### src/rtl/apb_timer_slave.sv
// APB timer peripheral: prescaled up-counter compared against an auto-reload value,
// with a sticky match flag and a level interrupt. Every transfer takes two wait states.
//
// state | meaning
// IDLE  | no transfer in progress, waiting for the first ACCESS cycle
// WAIT  | single wait state; read data is sampled on leaving it
// RESP  | PREADY high for this cycle; a write commits at its closing edge
module apb_timer_slave #(
   parameter int CNT_W = 32,
   parameter int PSC_W = 16
) (
   input  logic        PCLK,
   input  logic        PRESETn,
   input  logic        PSEL,
   input  logic        PENABLE,
   input  logic        PWRITE,
   input  logic [31:0] PADDR,
   input  logic [31:0] PWDATA,
   output logic [31:0] PRDATA,
   output logic        PREADY,
   output logic        irq
);

   typedef enum logic [1:0] {
      ST_IDLE = 2'd0,
      ST_WAIT = 2'd1,
      ST_RESP = 2'd2
   } bus_state_t;

   localparam logic [9:0] IDX_CTRL   = 10'd0;
   localparam logic [9:0] IDX_PSC    = 10'd1;
   localparam logic [9:0] IDX_ARR    = 10'd2;
   localparam logic [9:0] IDX_CNT    = 10'd3;
   localparam logic [9:0] IDX_STATUS = 10'd4;

   bus_state_t       state;
   logic             ctrl_en, ctrl_auto, ctrl_ie;
   logic [PSC_W-1:0] psc, psc_cnt;
   logic [CNT_W-1:0] arr, cnt;
   logic             match;
   logic [9:0]       reg_idx;
   logic             access, wr_commit;
   logic             wr_ctrl, wr_psc, wr_arr, wr_cnt, wr_status;
   logic             tick, hit, en_next;
   logic [31:0]      rd_mux;
   logic             unused_paddr;

   assign reg_idx      = PADDR[11:2];
   assign unused_paddr = ^{PADDR[31:12], PADDR[1:0]};
   assign access       = PSEL & PENABLE;
   assign wr_commit    = (state == ST_RESP) & access & PWRITE;
   assign wr_ctrl      = wr_commit & (reg_idx == IDX_CTRL);
   assign wr_psc       = wr_commit & (reg_idx == IDX_PSC);
   assign wr_arr       = wr_commit & (reg_idx == IDX_ARR);
   assign wr_cnt       = wr_commit & (reg_idx == IDX_CNT);
   assign wr_status    = wr_commit & (reg_idx == IDX_STATUS);

   // A CTRL write that stops the timer swallows a tick landing on the same edge.
   assign tick = ctrl_en & (psc_cnt == psc) & ~(wr_ctrl & ~PWDATA[0]);
   assign hit  = tick & (cnt == arr);

   always_comb begin
      en_next = ctrl_en;
      if (wr_ctrl)
         en_next = PWDATA[0];
      else if (hit & ~ctrl_auto)
         en_next = 1'b0;
   end

   always_comb begin
      rd_mux = '0;
      case (reg_idx)
         IDX_CTRL:   rd_mux[2:0] = {ctrl_ie, ctrl_auto, ctrl_en};
         IDX_PSC:    rd_mux[PSC_W-1:0] = psc;
         IDX_ARR:    rd_mux[CNT_W-1:0] = arr;
         IDX_CNT:    rd_mux[CNT_W-1:0] = cnt;
         IDX_STATUS: rd_mux[0] = match;
         default:    rd_mux = '0;
      endcase
   end

   always_ff @(posedge PCLK or negedge PRESETn) begin
      if (!PRESETn) begin
         state  <= ST_IDLE;
         PREADY <= 1'b0;
         PRDATA <= '0;
      end else begin
         case (state)
            ST_IDLE: begin
               PREADY <= 1'b0;
               PRDATA <= '0;
               if (access)
                  state <= ST_WAIT;
            end
            ST_WAIT: begin
               if (access) begin
                  state  <= ST_RESP;
                  PREADY <= 1'b1;
                  PRDATA <= PWRITE ? 32'd0 : rd_mux;
               end else begin
                  state <= ST_IDLE;
               end
            end
            ST_RESP: begin
               state  <= ST_IDLE;
               PREADY <= 1'b0;
               PRDATA <= '0;
            end
            default: begin
               state  <= ST_IDLE;
               PREADY <= 1'b0;
               PRDATA <= '0;
            end
         endcase
      end
   end

   always_ff @(posedge PCLK or negedge PRESETn) begin
      if (!PRESETn) begin
         ctrl_en   <= 1'b0;
         ctrl_auto <= 1'b0;
         ctrl_ie   <= 1'b0;
         psc       <= '0;
         arr       <= '0;
         cnt       <= '0;
         match     <= 1'b0;
         psc_cnt   <= '0;
         irq       <= 1'b0;
      end else begin
         ctrl_en <= en_next;
         if (wr_ctrl) begin
            ctrl_auto <= PWDATA[1];
            ctrl_ie   <= PWDATA[2];
         end
         if (wr_psc)
            psc <= PWDATA[PSC_W-1:0];
         if (wr_arr)
            arr <= PWDATA[CNT_W-1:0];

         // Prescaler restarts from zero whenever the timer is (re)started or PSC changes.
         if (wr_psc || !en_next || !ctrl_en || (psc_cnt == psc))
            psc_cnt <= '0;
         else
            psc_cnt <= psc_cnt + PSC_W'(1);

         if (wr_cnt)
            cnt <= PWDATA[CNT_W-1:0];
         else if (hit)
            cnt <= '0;
         else if (tick)
            cnt <= cnt + CNT_W'(1);

         if (hit)
            match <= 1'b1;
         else if (wr_status && PWDATA[0])
            match <= 1'b0;

         irq <= match & ctrl_ie;
      end
   end

endmodule

### config.mk
export PLATFORM = sky130hd
export DESIGN_NAME = apb_timer_slave
export DESIGN_NICKNAME = d
export VERILOG_FILES = /design/src/rtl/apb_timer_slave.sv
export SDC_FILE = /design/constraint.sdc
export NUM_CORES = 1
export LEC_CHECK = 0
export ABC_AREA = 1
export ABC_CLOCK_PERIOD_IN_PS = 1600
export BUFFER_PORTS_ARGS = -buffer_cell sky130_fd_sc_hd__buf_2
export CAP_MARGIN = 5
export CORE_ASPECT_RATIO = 1.4
export CORE_MARGIN = 2
export CORE_UTILIZATION = 45
export CTS_CLUSTER_DIAMETER = 30
export DETAILED_ROUTE_END_ITERATION = 12
export PLACE_DENSITY = 0.71
export REMOVE_ABC_BUFFERS = 1
export SLEW_MARGIN = 15
export SYNTH_ARGS = -nofsm -noshare
export SYNTH_HDL_FRONTEND = slang
export SYNTH_SLANG_ARGS = --single-unit
export TNS_END_PERCENT = 100
### constraint.sdc
create_clock -name PCLK -period 1.6 [get_ports PCLK]
set_input_delay 0.16 -clock PCLK [delete_from_list [all_inputs] [get_ports PCLK]]
set_output_delay 0.16 -clock PCLK [all_outputs]
set_load 0.005 [all_outputs]
---- Yosys cells after proc, flatten, opt, wreduce, memory -nomap -nowiden ----
Index checks and enable logic that the tools add are counted.
storage, ports and cells
  output and inout bits ................... 34
  register bits ........................... 136
  logic and storage cells ................. 71
operators by class
  equal/unequal tests ..................... 10
  add/sub/neg operators ................... 2
  multiplexer cells ....................... 20
  reduce and logical (&&, ||, !) cells .... 10
  bitwise operators ....................... 17
operators by type and width
  cell                                                                     count
  32-bit two-way mux                                                       6
  13-bit case mux with 3 select lines                                      1
  32-bit by 1-bit adder with 32-bit output (second input constant)         1
  32-bit equality test                                                     1
  16-bit case mux with 2 select lines                                      1
  10-bit by 2-bit equality test with 1-bit output (second input constant)  2
  16-bit by 1-bit adder with 16-bit output (second input constant)         1
  16-bit equality test                                                     1
  16-bit two-way mux                                                       1
  1-bit bitwise AND                                                        14
  10-bit by 1-bit equality test with 1-bit output (second input constant)  1
  10-bit by 3-bit equality test with 1-bit output (second input constant)  1
  10-bit logical NOT                                                       1
  2-bit case mux with 4 select lines                                       1
  1-bit two-way mux                                                        6
  1-bit case mux with 5 select lines                                       1
  2-bit two-way mux                                                        2
  2-bit != test (second input constant)                                    2
  2-bit case mux with 2 select lines                                       1
  1-bit logical OR                                                         3
  1-bit NOT                                                                3
  3-bit nonzero test                                                       1
  2-bit by 1-bit equality test with 1-bit output (second input constant)   1
  2-bit equality test (second input constant)                              1
  other kinds (4)                                                          5

---- Longest topological paths before layout ----
Gate-level depths: netlist of the first run.
  depth in word-level cells ............... 16
  depth in mapped cells ................... 15

---- Worst setup path before layout of the first run ----
Ideal clock, no wire load.
  path type ............................... register to register
  from .................................... register cnt[0]
  to ...................................... register cnt[16]
  required time ........................... 1.475 ns
  stages on the path, launching flop included .. 10
  arrival ................................. 1.591 ns
  buffers on the path ..................... 0
  setup slack ............................. -0.116 ns
  cells stage by stage .................... dfrtp_1 -> ha_1 -> nand2_1 -> nor2_1 -> nand2_1 -> nor2_1 -> nand3_1 -> xnor2_1 -> nand4_1 -> nand3_1
between the ends
  word-level cells in the longest chain between the ends .. 4
  elaborated cells on any way between the ends .. 7
  classes of those cells .................. 1 x add/sub; 1 x eq/ne; 3 x mux; 1 x bitwise; 1 x reduce/logical
RTL lines
  item                                                                              line     text
  start, declared                                                                   39       logic [CNT_W-1:0] arr, cnt;
  start signal, assigned                                                            147      cnt <= PWDATA[CNT_W-1:0];
  start signal, assigned                                                            151      cnt <= cnt + CNT_W'(1);
  32-bit by 1-bit adder with 32-bit output or 32-bit equality test (tied branches)  151, 60
  32-bit two-way mux or 1-bit bitwise AND (tied branches)                           150, 60
  32-bit two-way mux                                                                148      else if (hit)
  32-bit two-way mux                                                                146      if (wr_cnt)
Parallel ways exist; a longest one is shown, timed or not. The select of a mux whose other input is x is not followed.
A chain may end at the register's enable or synchronous reset.

---- Final worst setup path of the first run ----
  from .................................... register cnt[8]
  to ...................................... register cnt[16]
Same word-level chain as after synthesis.

==> results.txt, run 1 <==
----------------------------------------------------
[STA]
  Setup clock skew after layout ... 7.716 ps
  Fin crit share ... 1.173
  Max Clock Freq ... 532.9 MHz
  Unrepaired setup endpoints after global routing ... yes
  Total of endpoints with negative setup slack in the final report ... 57
  Worst Max-Slew Pin Slew ... approximately 430 ps
  Final hold violation count ... 0
  Relative slew slack ... 0.7121
  Final WS setup ... -276.7 ps
  Time the final worst path needs with I/O delays and setup ... between 1500 and 2000 ps
  Total count of max-transition violations in the final report ... 0

[Clock network]
  Clock tree from TritonCTS ... built
  Latest clock arrival within the worst-skew pair ... between 400 and 500 ps
  Post-CTS clock slew at the launch and capture registers of the worst setup and hold paths ... about 60 ps
  TritonCTS Sinks ... 136
  Total CTS buffers ... 17
  Number of buffers on the longest clock path ... 2
  H-tree Lvls ... 4
  Clk Tree Root Cell ... sky130_fd_sc_hd__clkbuf_16

[Cells and area]
  Number of antenna diodes ... 0
  Proportion of layout cells with a drive suffix above 1 ... 0.3240
  Post-Route Utilization ... 0.6573
  Filler Cells Inserted ... 1490
  Post-route standard cell area excluding fillers ... 11730 sq um
  # nets final ... 1453
  Layout Area Growth over Synthesis ... 43.53%

[GRT]
  Via count of the first global-routing pass ... 8237
  Total global routing overflow ... 0
  Global routing usage summed across all routing layers ... 0.2573
  First-pass GRT wire length ... ~40000 um
  Maximum number of pins on one net before global-route repair ... 40
  Initial antenna violation count ... 0

[Logic synthesis]
  Share of Yosys cell area claimed by the top area cell type ... 0.4163
  Synthesized flop and latch total ... 136
  Library cell with the largest summed area after synthesis ... sky130_fd_sc_hd__dfrtp_1
  Leading cell types by total area after synthesis ... sky130_fd_sc_hd__dfrtp_1 42%, sky130_fd_sc_hd__nand2_1 16%, sky130_fd_sc_hd__inv_1 6.1%
  Synth warnings ... 0
  Number of enable-type register cells in the synthesized netlist ... 0
  Ys async rst share ... 1.000
  Post-synthesis cell area ... 8175 sq um
  Synth Instances ... 1107
  Count of different cell masters after synthesis ... 39
  Portion of the post-synthesis area used by sequential elements ... 0.4163
  Mapped Avg Cell Area ... 7.385 sq um
  Synth Flop Type ... sky130_fd_sc_hd__dfrtp_1

[Pwr]
  Leakage component of the power ... 6.203 nW
  Sum of internal, switching and leakage power ... 8.094 mW
  Max VDD drop ... 0.7053 mV
  Power density of the placed cells ... 689.8 nW/um^2

[Min path]
  Hold Crit Class ... input pin to register
  Count of cells along the worst hold path ... 3

[Drt]
  Number of search-and-repair iterations in the first detailed-routing pass ... 7
  Vias/cell ... 5.180
  Detailed-route via count ... 8470
  Drt wl/cell ... between 15 and 20 um
  Total routed wirelength ... 25800 um
  Detailed-route DRC error count ... 0
  Number of DRC violations after detailed-routing iteration 0 ... 637
  Antenna viol nets, final ... 0

[Outcome]
  Failing checks ... setup timing
  Run status ... complete, but fails checks

[Run]
  Max-cap violations ... 0

[Floorplan]
  Number of placement rows ... 58
  Standard cell core area ... 17850 sq um
  Die X ... 117.9 um
  Die Outline Area ... 19280 sq um
  Initial core utilization ... 0.4579
  Die outline height ... ~160 um
  Total I/O pin count ... 103

[Worst setup path]
  Required time of the critical path ... 1900 ps
  Arrival time at the worst endpoint ... 2180 ps
  CP max FO ... 7
  Category of the most critical setup path ... register to register
  Endpoint type of the worst setup path ... register
  Reg2reg path depth ... 9
  Critical path launch point type ... register

[Placement]
  Input/output buffers ... 80
  Routability Congestion ... 0.9353
  Post-placement cell area ... 10210 sq um
  Post-detail-place hpwl ... 18210 um

----------------------------------------------------
cells by family after synthesis:
group / synth area share
flip-flops: 0.4163
AND/OR/NAND/NOR: 0.3284
XOR/XNOR: 0.06535
multiplexers: 0.002755
AO/OA/AOI/OAI: 0.08448
buffers and inverters: 0.09963
adder cells (fa/ha/maj): 0.003060
area by class of cell:
type / count / area [sq um] / share of cell area
Sequential cell: 136 / 3406 / 0.2903
Multi-Input combinational cell: 774 / 4325 / 0.3686
Tap cell: 240 / 300.3 / 0.02559
Timing Repair Buffer: 304 / 2489 / 0.2121
Clock inverter: 10 / 165.2 / 0.01408
Clock buffer: 22 / 484.2 / 0.04127
Inverter: 149 / 564.3 / 0.04809
timing repair:
action	4_1_cts	5_1_grt
hold buffers	15	0
gates resized for setup	28	103
pin swaps	8	33
cloned	0	6
endpoints found under the hold margin	69	0
buffers inserted	2	14
setup endpoints to repair	50	89
where the power goes:
group | internal [mW] | leakage [nW] | switching [mW] | total, mW
logic | 0.122 | 4.00 | 0.195 | 0.317
clock network | 2.78 | 0.321 | 1.55 | 4.33
registers | 3.44 | 1.88 | 0.00378 | 3.45
total | 6.35 | 6.20 | 1.75 | 8.09
path summary, 6_finish.rpt:
kind,startpoint,endpoint,slack [ps]
max in group asynchronous,PRESETn,psc[10]$_DFFE_PN0P_,830
min in group asynchronous,PRESETn,PRDATA[3]$_DFFE_PN0P_,220
max,cnt[8]$_DFFE_PN0P_,cnt[16]$_DFFE_PN0P_,-280
max reg2reg,cnt[8]$_DFFE_PN0P_,cnt[16]$_DFFE_PN0P_,-280
min reg2reg,PRDATA[8]$_DFFE_PN0P_,PRDATA[8]$_DFFE_PN0P_,460
min,PSEL,PREADY$_DFFE_PN0P_,6
worst max-delay path: stages, from the launching register on:
cell and delay [ps]:
sky130_fd_sc_hd__dfrtp_1 430, sky130_fd_sc_hd__xnor2_1 230, sky130_fd_sc_hd__nand4_1 200, sky130_fd_sc_hd__nor2_4 170
sky130_fd_sc_hd__buf_4 130, sky130_fd_sc_hd__nand4_1 110, sky130_fd_sc_hd__buf_6 170, sky130_fd_sc_hd__buf_8 130
sky130_fd_sc_hd__nand4_1 90, sky130_fd_sc_hd__nand3_1 90
per-stage QoR:
step / setup WS [ps] / instances / TNS (ps) / hold slack (ps)
after floorplan: -479.0 / 1059 / -30900 / -135.6
after global placement: -191.9 / 1566 / -7078 / 107.5
after detailed placement: -261.6 / 1566 / -10760 / 113.3
after CTS: -155.1 / 1615 / -5293 / 0.4850
after global routing: -328.0 / 1635 / -14350 / 22.56
final: -276.7 / 1635 / -11470 / 5.680
synthesized netlist by cell type, types with 5 or more instances:
library cell               number
sky130_fd_sc_hd__a21oi_1        6
sky130_fd_sc_hd__buf_6          6
sky130_fd_sc_hd__a22o_1        18
sky130_fd_sc_hd__dfrtp_1      136
sky130_fd_sc_hd__o21ai_1       26
sky130_fd_sc_hd__inv_2         16
sky130_fd_sc_hd__o221ai_1      11
sky130_fd_sc_hd__nor2_2        12
sky130_fd_sc_hd__clkbuf_1      24
sky130_fd_sc_hd__o21ai_0       38
sky130_fd_sc_hd__xnor2_1        6
sky130_fd_sc_hd__inv_1        132
sky130_fd_sc_hd__nor4_1         8
sky130_fd_sc_hd__nand3_1       74
sky130_fd_sc_hd__nand2_2        5
sky130_fd_sc_hd__xor2_1        55
sky130_fd_sc_hd__nand2_1      342
sky130_fd_sc_hd__nor3_1        21
sky130_fd_sc_hd__nor2_1        79
sky130_fd_sc_hd__buf_2         15
sky130_fd_sc_hd__nand4_1       40
registers in the layout (all words and copies together), names as in the netlist:
| name | cells |
|---|---|
| PRDATA | 32 |
| PREADY | 1 |
| arr | 32 |
| cnt | 32 |
| ctrl_auto | 1 |
| ctrl_en | 1 |
| ctrl_ie | 1 |
| irq | 1 |
| match | 1 |
| psc | 16 |
| psc_cnt | 16 |
| state | 2 |
routing by layer:
layer	up-vias	wire, um	GRT usage	part of all wire
li1	4105	-	-	-
met1	3967	9629	0.2825	0.37
met2	309	13660	0.4876	0.53
met3	89	1268	0.03771	0.049
met4	0	1244	0.1166	0.048
met5	-	0	0	0
cells in the final DEF (no fill, tap or decap), types with 23 or more instances in the layout:
cell type | Yosys | routed
sky130_fd_sc_hd__nand2_1 | 342 | 311
sky130_fd_sc_hd__buf_4 | 3 | 170
sky130_fd_sc_hd__dfrtp_1 | 136 | 134
sky130_fd_sc_hd__inv_1 | 132 | 126
sky130_fd_sc_hd__buf_2 | 15 | 79
sky130_fd_sc_hd__nand3_1 | 74 | 64
sky130_fd_sc_hd__nor2_1 | 79 | 59
sky130_fd_sc_hd__xor2_1 | 55 | 54
sky130_fd_sc_hd__nand4_1 | 40 | 40
sky130_fd_sc_hd__o21ai_0 | 38 | 38
sky130_fd_sc_hd__o21ai_1 | 26 | 24
sky130_fd_sc_hd__nand2_2 | 5 | 23
sky130_fd_sc_hd__nor2_2 | 12 | 23
(Power assumes the default switching activity.)
==> run 2, diff against run 1 <==
Settings changed: REMOVE_ABC_BUFFERS 1 to unset.
==> run 2 against run 1 <==
  * The flow still finishes with violations (setup timing)
  * Worst setup slack improved by 96 ps
  * First-iteration DRC count is 12% higher
  * Power is 4.7% lower
  * Die area unchanged
  * Highest routed layer unchanged
  * Critical endpoint is now cnt[1]$_DFFE_PN0P_
  * Routed wire length is 4.8% higher
  * Sequential share of layout area is 0.27 points lower
  * Maximum frequency grew 5.4%
==> results.txt, run 2 (same netlist as run 1, synthesis figures left out) <==
----------------------------------------------------
[Outcome]
  Run status ... complete, but fails checks
  Failing checks ... setup timing

[Min path]
  Hold Crit Class ... input pin to register

[Logic synthesis]
  Syn Nets ... approximately 1.2k

[Cells and area]
  Top Registers ... PRDATA (32), arr (32), cnt (32)
  Post-Route Utilization ... 0.6648 (+0.007499)
  Filler Cells Inserted ... 1477 (-0.87%)
  Highest-count cells in the layout ignoring fill and taps ... 309 x sky130_fd_sc_hd__nand2_1, 209 x sky130_fd_sc_hd__buf_4, 129 x sky130_fd_sc_hd__dfrtp_1
  Area taken by multi-input logic gates ... 4392 sq um (+1.5%)
  Proportion of layout cells with a drive suffix above 1 ... 0.3462 (+0.02217)
  Sequential standard cell area ... 3412 sq um (+0.18%)
  Number of antenna diodes ... 0 (unchanged)
  Most common cell after layout, fill and taps aside ... sky130_fd_sc_hd__nand2_1
  # nets final ... 1485 (+2.2%)
  Post-route standard cell area excluding fillers ... 11870 sq um (+1.1%)
  Layout Area Growth over Synthesis ... 45.16%

[STA]
  Time the final worst path needs with I/O delays and setup ... 1781 ps (-96.09 ps)
  Final WS setup ... -180.6 ps (+96.09 ps)
  Total count of max-transition violations in the final report ... 0 (unchanged)
  Fin crit share ... 1.113 (-0.06006)
  Unrepaired setup endpoints after global routing ... yes
  Final hold violation count ... 0 (unchanged)
  Setup clock skew after layout ... 9.627 ps (+1.912 ps)
  Total of endpoints with negative setup slack in the final report ... 59 (+3.5%)
  Post-Route Setup TNS ... -6606 ps (+4861 ps)
  Worst Max-Slew Pin Slew ... 445.5 ps (+13.71 ps)
  Relative slew slack ... 0.7017 (-0.01045)
  Max Clock Freq ... 561.6 MHz (+5.4%)

[Drt]
  Vias/cell ... 5.149 (-0.60%)
  Detailed-route DRC error count ... 0 (unchanged)
  Total routed wirelength ... 27030 um (+4.8%)
  Antenna viol nets, final ... 0 (unchanged)
  Drt wl/cell ... 16.21 um (+2.7%)
  Number of DRC violations after detailed-routing iteration 0 ... 712 (+12%)
  Number of search-and-repair iterations in the first detailed-routing pass ... 5 (-2)
  Detailed-route via count ... 8584 (+1.3%)

[GRT]
  Global routing usage summed across all routing layers ... 0.2789 (+0.02156)
  Met2 GRT Util ... 0.5293 (+0.04175)
  First-pass GRT wire length ... 42120 um (+6.8%)
  Total global routing overflow ... 0 (unchanged)
  Met3 track demand over resource in global routing ... 0.03352 (-0.004190)
  Met1 usage in global routing ... 0.3000 (+0.01754)
  Most utilized layer in the global route result ... met2
  Initial antenna violation count ... 0 (unchanged)
  Maximum number of pins on one net before global-route repair ... 43 (+7.5%)
  Via count of the first global-routing pass ... 8647 (+5.0%)

[Clock network]
  TritonCTS Sinks ... 136 (unchanged)
  Post-CTS clock slew at the launch and capture registers of the worst setup and hold paths ... 60 ps (about the same)
  Latest clock arrival within the worst-skew pair ... 440 ps (about the same)
  Clk Tree Root Cell ... sky130_fd_sc_hd__clkbuf_16
  H-tree Lvls ... 4 (unchanged)
  Number of buffers on the longest clock path ... 2 (unchanged)
  Clock tree from TritonCTS ... built
  Total CTS buffers ... 17 (unchanged)

[Pwr]
  Internal ... 5.882 mW (-7.3%)
  Net Sw Frac ... 0.2378 (+0.02206)
  Combinational share of power ... 0.044 (+0.005)
  Seq pwr share ... 0.447 (+0.021)
  Power density of the placed cells ... 650.3 nW/um^2 (-5.7%)
  Leakage component of the power ... 6.241 nW (+0.61%)
  Max VDD drop ... 0.6400 mV (-9.3%)
  Fraction of power consumed by the clock network ... 0.510 (-0.025)
  Sum of internal, switching and leakage power ... 7.717 mW (-4.7%)
  Switching power summed over all nets ... 1.835 mW (+5.1%)

[Worst setup path]
  Endpoint type of the worst setup path ... register
  Required time of the critical path ... 1900 ps (about the same)
  CP max FO ... 14 (+7)
  Register-to-register path setup slack ... -180 ps (+100 ps)
  Category of the most critical setup path ... register to register
  Arrival time at the worst endpoint ... 2080 ps (-100 ps)
  Critical path launch point type ... register

[Floorplan]
  Die X ... 117.9 um (unchanged)
  Total I/O pin count ... 103 (unchanged)
  Standard cell core area ... 17850 sq um (unchanged)
  Die Outline Area ... 19280 sq um (unchanged)
  Initial core utilization ... 0.4579 (unchanged)
  Number of placement rows ... 58 (unchanged)
  Die outline height ... 163.5 um (unchanged)

[Placement]
  Post-placement cell area ... 10360 sq um (+1.5%)
  Input/output buffers ... 80 (unchanged)
  Post-detail-place hpwl ... 19260 um (+5.8%)
  Routability Congestion ... 0.9666 (+3.3%)

[Run]
  Max-cap violations ... 0 (unchanged)

----------------------------------------------------
[run 2: final timing paths]
check,endpoint,cells after the start,from
hold reg to reg,PRDATA[4]$_DFFE_PN0P_,2,PRDATA[4]$_DFFE_PN0P_
max in group asynchronous,PRDATA[11]$_DFFE_PN0P_,3,PRESETn
setup / recovery,cnt[1]$_DFFE_PN0P_,9,cnt[6]$_DFFE_PN0P_
min in group asynchronous,PRDATA[4]$_DFFE_PN0P_,2,PRESETn
setup reg to reg,cnt[1]$_DFFE_PN0P_,9,cnt[6]$_DFFE_PN0P_
hold / removal,cnt[4]$_DFFE_PN0P_,3,PWDATA[4]
[run 2: critical path: stages, from the launching register on]
cell and delay [ps]:
sky130_fd_sc_hd__dfrtp_2 450, sky130_fd_sc_hd__xor2_1 170, sky130_fd_sc_hd__nor2_1 110, sky130_fd_sc_hd__nand2_1 100
sky130_fd_sc_hd__nor2_2 150, sky130_fd_sc_hd__buf_4 130, sky130_fd_sc_hd__nand4_1 150, sky130_fd_sc_hd__buf_6 200
sky130_fd_sc_hd__nand4_1 100, sky130_fd_sc_hd__nand3_1 100
[run 2: cell type report]
cell class              count  share of cell area
clock buffers              18             0.03616
inverters                 149             0.04734
multi-input cells         775              0.3701
well taps                 240             0.02530
flip-flops and latches    136              0.2875
clock inverters            14             0.01265
repair buffers            335              0.2210
[run 2: power by group through the flow]
stage / Sequential (mW) / Combinational, mW / Clock (mW)
6_report: 3.45 / 0.336 / 3.93
5_1_grt: 3.44 / 0.372 / 4.11
4_1_cts: 3.45 / 0.332 / 3.96
3_5_place_dp: 3.51 / 0.285 / 0
3_3_place_gp: 3.51 / 0.284 / 0
2_1_floorplan: 3.51 / 0.0651 / 0
[run 2: stage by stage]
| stage | worst slack, ps | std cells | hold slack, ps |
|---|---|---|---|
| 6_report | -180.6 | 1667 | 2.040 |
| 5_1_grt | -260.0 | 1667 | 29.04 |
| 4_1_cts | -161.2 | 1662 | 1.654 |
| 3_5_place_dp | -296.0 | 1591 | 94.54 |
| 3_3_place_gp | -342.9 | 1591 | 94.52 |
| 2_1_floorplan | 3.039 | 1107 | -135.6 |
[run 2: what timing repair did]
action	4_1_cts	5_1_grt
gates resized for setup	52	85
pin swaps	22	46
hold buffers	23	0
buffers inserted	15	6
endpoints found under the setup margin	96	91
cloned	2	2
endpoints found under the hold margin	88	0
[run 2: layer usage]
metal	vias to the layer above	wire [um]
met5	-	0
met4	0	1470
met3	97	1138
met2	297	14360
met1	4036	10060
li1	4154	-
